[src/rtl/fcvt_iter.sv]
// Iterative single-precision float<->int32 converter sharing one small shift stage.
// Latency: specials 1 cycle to out_valid; otherwise SHIFT cycles + ROUND + DONE (STEP=1: ftoi k+2, itof lz+2).
// Backpressure: accepts only in IDLE; result held in DONE until out_ready, no accept in that cycle.
//
// Ports:
//   clk, rst            clock, synchronous active-high reset
//   in_valid/in_ready   request handshake (in_ready high only in IDLE)
//   op, x               0 = ftoi, 1 = itof; operand; both sampled on accept
//   out_valid/out_ready result handshake
//   y                   registered result
//   ovf                 ftoi out-of-range/NaN/Inf flag, present only when FCVT_OVF_FLAG_EN is defined
// Parameter STEP (1, 2, 4, 8): maximum bits shifted per SHIFT cycle.
module fcvt_iter #(
  parameter int STEP = 1
) (
  input  logic        clk,
  input  logic        rst,
  input  logic        in_valid,
  output logic        in_ready,
  input  logic        op,
  input  logic [31:0] x,
  output logic        out_valid,
  input  logic        out_ready,
  output logic [31:0] y
`ifdef FCVT_OVF_FLAG_EN
  ,
  output logic        ovf
`endif
);

  typedef enum logic [1:0] {IDLE, SHIFT, ROUND, DONE} state_t;

  localparam logic [4:0] STEP_W = 5'(STEP);

  state_t      state_q, state_d;
  logic        op_q, op_d;
  logic        sign_q, sign_d;
  logic [31:0] r_q, r_d;       // ftoi: mantissa being right-shifted; itof: magnitude being normalised
  logic [4:0]  cnt_q, cnt_d;   // ftoi remaining right-shift
  logic [7:0]  expo_q, expo_d; // itof biased exponent
  logic [31:0] y_q, y_d;
`ifdef FCVT_OVF_FLAG_EN
  logic        ovf_q, ovf_d;
`endif

  logic [7:0]  e;
  logic [31:0] a_abs;
  logic [4:0]  sh;
  logic [31:0] r_sh;
  logic [31:0] mag;
  logic [23:0] frac;  // {carry out of the hidden bit, 23-bit fraction}

  always_comb begin
    state_d = state_q;
    op_d    = op_q;
    sign_d  = sign_q;
    r_d     = r_q;
    cnt_d   = cnt_q;
    expo_d  = expo_q;
    y_d     = y_q;
`ifdef FCVT_OVF_FLAG_EN
    ovf_d   = ovf_q;
`endif

    e     = x[30:23];
    // 0x80000000 negates to itself, which reads correctly as 2^31 unsigned.
    a_abs = x[31] ? (~x + 32'd1) : x;

    // Shift by min(STEP, remaining) using only the STEP small fixed shifts.
    sh   = (cnt_q < STEP_W) ? cnt_q : STEP_W;
    r_sh = r_q;
    for (int i = 1; i <= STEP; i++) begin
      if (sh == 5'(i)) r_sh = r_q >> i;
    end

    // (r+1)>>1 without a 33-bit adder: half away from zero on the magnitude.
    mag  = {1'b0, r_q[31:1]} + {31'd0, r_q[0]};
    // Ties round up with no sticky bit, e.g. 2^24+1 -> 0x4B800001.
    frac = {1'b0, r_q[30:8]} + {23'd0, r_q[7]};

    case (state_q)
      IDLE: begin
        if (in_valid) begin
          op_d   = op;
          sign_d = x[31];
`ifdef FCVT_OVF_FLAG_EN
          ovf_d  = 1'b0;
`endif
          if (!op) begin
            if (e < 8'd126) begin
              y_d     = 32'd0;
              state_d = DONE;
            end else if (e >= 8'd158) begin
              // Saturate; -2^31 is exactly representable so it is not flagged.
              y_d     = x[31] ? 32'h8000_0000 : 32'h7FFF_FFFF;
              state_d = DONE;
`ifdef FCVT_OVF_FLAG_EN
              ovf_d   = (x != 32'hCF00_0000);
`endif
            end else begin
              r_d     = {1'b1, x[22:0], 8'd0};
              cnt_d   = 5'(8'd157 - e);
              state_d = (e == 8'd157) ? ROUND : SHIFT;
            end
          end else begin
            if (x == 32'd0) begin
              y_d     = 32'd0;
              state_d = DONE;
            end else begin
              r_d     = a_abs;
              expo_d  = 8'd158;
              state_d = a_abs[31] ? ROUND : SHIFT;
            end
          end
        end
      end
      SHIFT: begin
        if (!op_q) begin
          r_d   = r_sh;
          cnt_d = cnt_q - sh;
          if (cnt_q == sh) state_d = ROUND;
        end else begin
          if (~|r_q[31 -: STEP]) begin
            r_d    = r_q << STEP;
            expo_d = expo_q - 8'(STEP);
          end else begin
            r_d    = r_q << 1;
            expo_d = expo_q - 8'd1;
          end
          if (r_d[31]) state_d = ROUND;
        end
      end
      ROUND: begin
        if (!op_q) begin
          y_d = sign_q ? (~mag + 32'd1) : mag;
        end else begin
          // On carry frac[22:0] is zero, so only the exponent bumps.
          y_d = {sign_q, expo_q + {7'd0, frac[23]}, frac[22:0]};
        end
        state_d = DONE;
      end
      DONE: begin
        if (out_ready) state_d = IDLE;
      end
      default: state_d = IDLE;
    endcase
  end

  always_ff @(posedge clk) begin
    if (rst) begin
      state_q <= IDLE;
      op_q    <= 1'b0;
      sign_q  <= 1'b0;
      r_q     <= 32'd0;
      cnt_q   <= 5'd0;
      expo_q  <= 8'd0;
      y_q     <= 32'd0;
`ifdef FCVT_OVF_FLAG_EN
      ovf_q   <= 1'b0;
`endif
    end else begin
      state_q <= state_d;
      op_q    <= op_d;
      sign_q  <= sign_d;
      r_q     <= r_d;
      cnt_q   <= cnt_d;
      expo_q  <= expo_d;
      y_q     <= y_d;
`ifdef FCVT_OVF_FLAG_EN
      ovf_q   <= ovf_d;
`endif
    end
  end

  assign in_ready  = (state_q == IDLE);
  assign out_valid = (state_q == DONE);
  assign y         = y_q;
`ifdef FCVT_OVF_FLAG_EN
  assign ovf       = ovf_q;
`endif

endmodule
[config.mk]
export PLATFORM = sky130hd
export DESIGN_NAME = fcvt_iter
export DESIGN_NICKNAME = d
export VERILOG_FILES = /design/src/rtl/fcvt_iter.sv
export SDC_FILE = /design/constraint.sdc
export NUM_CORES = 1
export LEC_CHECK = 0
export ABC_AREA = 0
export BUFFER_PORTS_ARGS = -buffer_cell sky130_fd_sc_hd__buf_2
export CAP_MARGIN = 10
export CORE_AREA = 2 2 114 116
export CTS_CLUSTER_DIAMETER = 200
export DETAILED_ROUTE_END_ITERATION = 12
export DIE_AREA = 0 0 116 118
export PLACE_DENSITY_LB_ADDON = 0.08
export RECOVER_POWER = 100
export SLEW_MARGIN = 10
export SYNTH_ARGS = -nofsm -noshare
export SYNTH_HDL_FRONTEND = slang
export SYNTH_SLANG_ARGS = --single-unit
[constraint.sdc]
create_clock -name clk -period 7.1 [get_ports clk]
set_input_delay 0.71 -clock clk [delete_from_list [all_inputs] [get_ports clk]]
set_output_delay 0.71 -clock clk [all_outputs]
set_load 0.01 [all_outputs]
# Yosys cells after proc, flatten, opt, wreduce, memory -nomap -nowiden
# Cells that the tools add are included.
# op_classes
n_addsub	8
multipliers	0
div	0
n_lt_le_gt_ge	3
eq_ne	23
shift	0
muxes	44
n_bitwise	2
reduce_logical	10
# ops
cell	count
two-way mux 32 bit	18
case mux 32 bit (2 select lines)	2
adder 32 x 1 -> 32 bit (second input constant)	2
inverter 32 bit	2
adder 31 x 1 -> 32 bit	1
zero test 32 bit	1
two-way mux 8 bit	4
two-way mux 5 bit	6
adder 23 x 1 -> 24 bit	1
two-way mux 2 bit	11
!= test 3 bit (second input constant)	6
case mux 8 bit (2 select lines)	1
!= test 2 bit (second input constant)	7
AND reduction 6 bit	2
case mux 5 bit (2 select lines)	1
adder 8 x 1 -> 8 bit	1
== test 8 bit (second input constant)	1
>= comparator 8 bit (second input constant)	1
less-than comparator 8 x 7 -> 1 bit (second input constant)	1
case mux 2 bit (4 select lines)	1
AND reduction 4 bit	2
subtractor 8 x 1 -> 8 bit (second input constant)	1
== test 5 x 1 -> 1 bit (second input constant)	1
== test 5 bit	1
other kinds (12)	15
# word_totals
ff_bits	81
latchBits	0
ram_bits	0
rom_bits	0
out_inout_bits	34
elab_cells	97
memories	0

# Longest topological paths before layout
# logic_depth
word_depth	8
depth_mapped	15
depth_no_buf	14

# Worst setup path after synthesis
# Ideal clock, no wire load.
# synth_path
kind	register to register
start	reg r_q[1]
end	reg y_q[30] (netlist: y[30])
setup_ps	133
arrival_time_ps	3935
slack_ps	3032
path_stages_with_launch	14
n_path_buf	2
cell_sequence	dfxtp_1 > ha_1 > ha_1 > clkbuf_1 > nand4_1 > or4_1 > xnor2_1 > or3b_4 > or4_4 > buf_6 > or4_4 > nor3_2 > mux2i_1 > a31oi_1
# synth_via
elab_chain_cells	6
# synth_lines
item	line_no	text
from (decl)	38	logic [31:0] r_q, r_d;
from (signal assigned)	165	r_q <= r_d;
adder 31 x 1 -> 32 bit (*)	77	mag = {1'b0, r_q[31:1]} + {31'd0, r_q[0]};
inverter 32 bit	135	y_d = sign_q ? (~mag + 32'd1) : mag;
adder 32 x 1 -> 32 bit	135	
two-way mux 32 bit (*)	135	
two-way mux 32 bit (*)	134	if (!op_q) begin
case mux 32 bit (2 select lines) (*)	81	case (state_q)
to (signal assigned)	168	y_q <= y_d;
to (decl)	41	logic [31:0] y_q, y_d;
# Mark *: on every way between the ends. The rest lies on a longest branch, timed or not.
# A chain may end at the register's enable or synchronous reset.

# Worst setup path after layout
# layout_path
start	in x[6]
end	reg y_q[17] (netlist: y[17])
# layout_via
elab_chain_cells	3
# layout_lines
item	line_no	text
from (decl)	21	input logic [31:0] x,
zero test 32 bit	106	if (x == 32'd0) begin
!= test 3 x 2 -> 1 bit (no line)	-	
AND reduction 4 bit (no line)	-	
# Every way passes these cells.

==> reports/qor.txt <==
initial antenna violation count = 0
status = finished, violations left
Top Ports = 71
Sink Count = 81
Worst-Skew Late Latency = 350 ps
GRT Overall Usage = 28.39%
CTS tree = built
Clock Tree Root = clkbuf_16
Leak = 2.718 nW
mean area per synthesized cell = 7.046 um^2
WP data required = 7330 ps
htree depth = 3
period utilisation layout = 75.14%
CTS resizes = 0
DR WL/cell = 16.00 um
row cnt = 41
max-cap viol count = 1
DRT iter0 DRCs = 631
max frequency = 0.1875 GHz
Reg area = 1622 um^2
# diodes = 0
Post-Layout Cell Count = 1,205
Synth Net Count = 1,094
Synth area leader = dfxtp_1
first-pass GRT wire length = 31.95 mm
die outline width = 116 um
Die Area = 13,690 um^2
count of final setup violators = 0
total gr overflow = 0
vias in the first global route = 6,347
layout cell share with drive strength beyond 1 = 7.938%
worst hold start = y[3]
post-CTS setup buffer count = 0
# hold bufs at CTS = 0
post-synthesis sequential area ratio = 22.13%
maximum fanout along the worst path = 35
Initial Util = 59.03%
clock-pin slew on the worst setup and hold paths = 60 ps
CP Cell Sequence = clkbuf_1 > or4_1 > or3_1 > nor4_1 > nand4_1 > o21ai_0 > clkbuf_1 > o21ai_0 > clkbuf_1 > a21oi_1 > o21ai_0 > o211a_1
unrepaired setup endpoints after global routing = false
register bit total from synthesis = 81
setup_tns = 0 ps
final WL = 19.28 mm
CP Launch Type = input pin
largest net degree at the start of global routing = 73
P&R area growth vs syn = 6.334%
Post-synth EDFFs = 0
cell count after synthesis = 1,040
most frequent cell after synthesis = nand2_1
FFs w/ async S/R, synth = 0%
Mapped Area = 7328 um^2
CTS buffer count = 9
Final Hold Fails = 0
Final Critical Period = 5335 ps
Yosys top cell area share = 22.13%
synth warn = 0
Multi-input gate area = 5229 um^2
slowest CP cell = clkbuf_1
WP buf/inv = 3
CTS Buffer Depth = 2
HPWL Detailed = 13.73 mm
count of cell types in the netlist = 61
CORE AREA = 12,410 um^2
fillers = 1,255
Critical Path AT = 5570 ps
I/O Buffers = 70
vias per std cell = 6.032
Pre-antenna DRT Iters = 5
commonest cells in the netlist = nand2_1, nor2_1, dfxtp_1, clkbuf_1, a21oi_1
failing checks = capacitance limit, slew limit
Max-slew headroom = -73.11%
power per cell area = 366.6 nW/um^2
Final Skew = 11.19 ps
Worst setup startpoint = x[6]
worst min path class = reg -> reg
reg-to-reg critical path startpoint = op_q
CP peak stage delay = 1050 ps
Critical Path Sink Type = flop
kind of critical path = in -> reg
global placement routability congestion = 0.8994
slew at the pin closest to its max-slew limit = 2597 ps
commonest register cell after synthesis = dfxtp_1
Die Y = 118 um
worst ir drop on vdd = 0.0001578 V
max-slew violation count = 48
cell family with most CP delay = simple AND/OR/NAND/NOR gates
Via Count = 7,269
DRC viols = 0
top cells by area, synth = dfxtp_1, xnor2_1, xor2_1
Inst Count DP = 1,189
final net count = 1,082
Antenna Violating Nets Remaining = 0
## metal layers
metal / GRT usage (%) / up-vias / routed length (um) / share of wire, %
met5: 0 / - / 0 / 0
met4: 9.152 / 0 / 417 / 2.2
met3: 3.965 / 26 / 1196 / 6.2
met2: 41.26 / 241 / 8231 / 43
met1: 42.80 / 3305 / 9431 / 49
li1: - / 3697 / - / -
## power breakdown
| group | total [mW] | leakage, nW | switching [mW] | internal (mW) |
|---|---|---|---|---|
| combinational | 1.54 | 1.91 | 0.934 | 0.609 |
| sequential | 0.863 | 0.664 | 0.252 | 0.611 |
| clock | 0.450 | 0.145 | 0.186 | 0.265 |
## per-stage QoR
| step | hold slack (ps) | setup WS [ps] | utilization (%) | instance area, um^2 | power [mW] |
|---|---|---|---|---|---|
| floorplan | 462.6 | 3032 | - | 7328 | 2.052 |
| global placement | 479.1 | 2746 | 60.95 | 7566 | 2.394 |
| detailed placement | 478.7 | 2706 | 60.95 | 7566 | 2.404 |
| CTS | 489.8 | 2822 | 63.30 | 7859 | 2.863 |
| global route | 502.0 | 1323 | 62.77 | 7792 | 3.109 |
| finish | 489.2 | 1765 | 62.77 | 7792 | 2.857 |
## area by class of cell
cell class | count | area share (%)
clock buffers | 12 | 3.420
flip-flops and latches | 81 | 20.81
multi-input cells | 836 | 67.10
well taps | 172 | 2.762
clock inverters | 4 | 0.3372
repair buffers | 78 | 4.512
inverters | 22 | 1.060
## logic make-up (layout without fill, tap and decap cells)
logic type	count (synthesis)	count (layout)	share of synthesized area [%]
AND/OR/NAND/NOR	411	411	27.30
AO/OA/AOI/OAI	258	258	22.25
XOR/XNOR	110	110	13.15
adder cells (fa/ha/maj)	17	17	2.902
multiplexers	40	40	5.668
buffers and inverters	123	116	6.607
flip-flops	81	81	22.13
## flip-flops by register name, indices dropped and copies added (netlist names)
register / flops
r_q: 32
expo_q: 8
op_q: 1
y: 32
cnt_q: 5
sign_q: 1
state_q: 2
## layout by cell type (no fill, tap or decap), types with 6 or more instances in the layout
master     instances
nand2_1          115
or3_1             16
xnor2_1           60
mux2i_1           28
inv_1             22
o31ai_1           15
a211oi_1          14
ha_1              16
o211ai_1          21
or2_2              6
buf_2             35
nor4_1            19
a221oi_1          12
clkbuf_1          39
mux2_2            12
a21oi_1           73
nand4_1           22
dfxtp_1           81
nand3_1           29
clkbuf_16          9
o21a_1             7
nor2_1           103
nor3_1            58
o31a_1             6
xor2_1            50
nor3b_1            6
a31oi_1           13
or4_1              6
o21ai_0           63
## tightest hold or removal path, cell delays in order (launching register included)
cell	delay, ps
dfxtp_1	300
nor2_1	100
nor3_1	40
## worst paths after layout
kind | end | cells after the start | slack (ps)
min reg2reg | y[3] | 2 | 490
max | y[17] | 12 | 1770
max reg2reg | y[31] | 6 | 2090
min | y[3] | 2 | 490
Note: power is estimated with default switching activity, not from simulation.
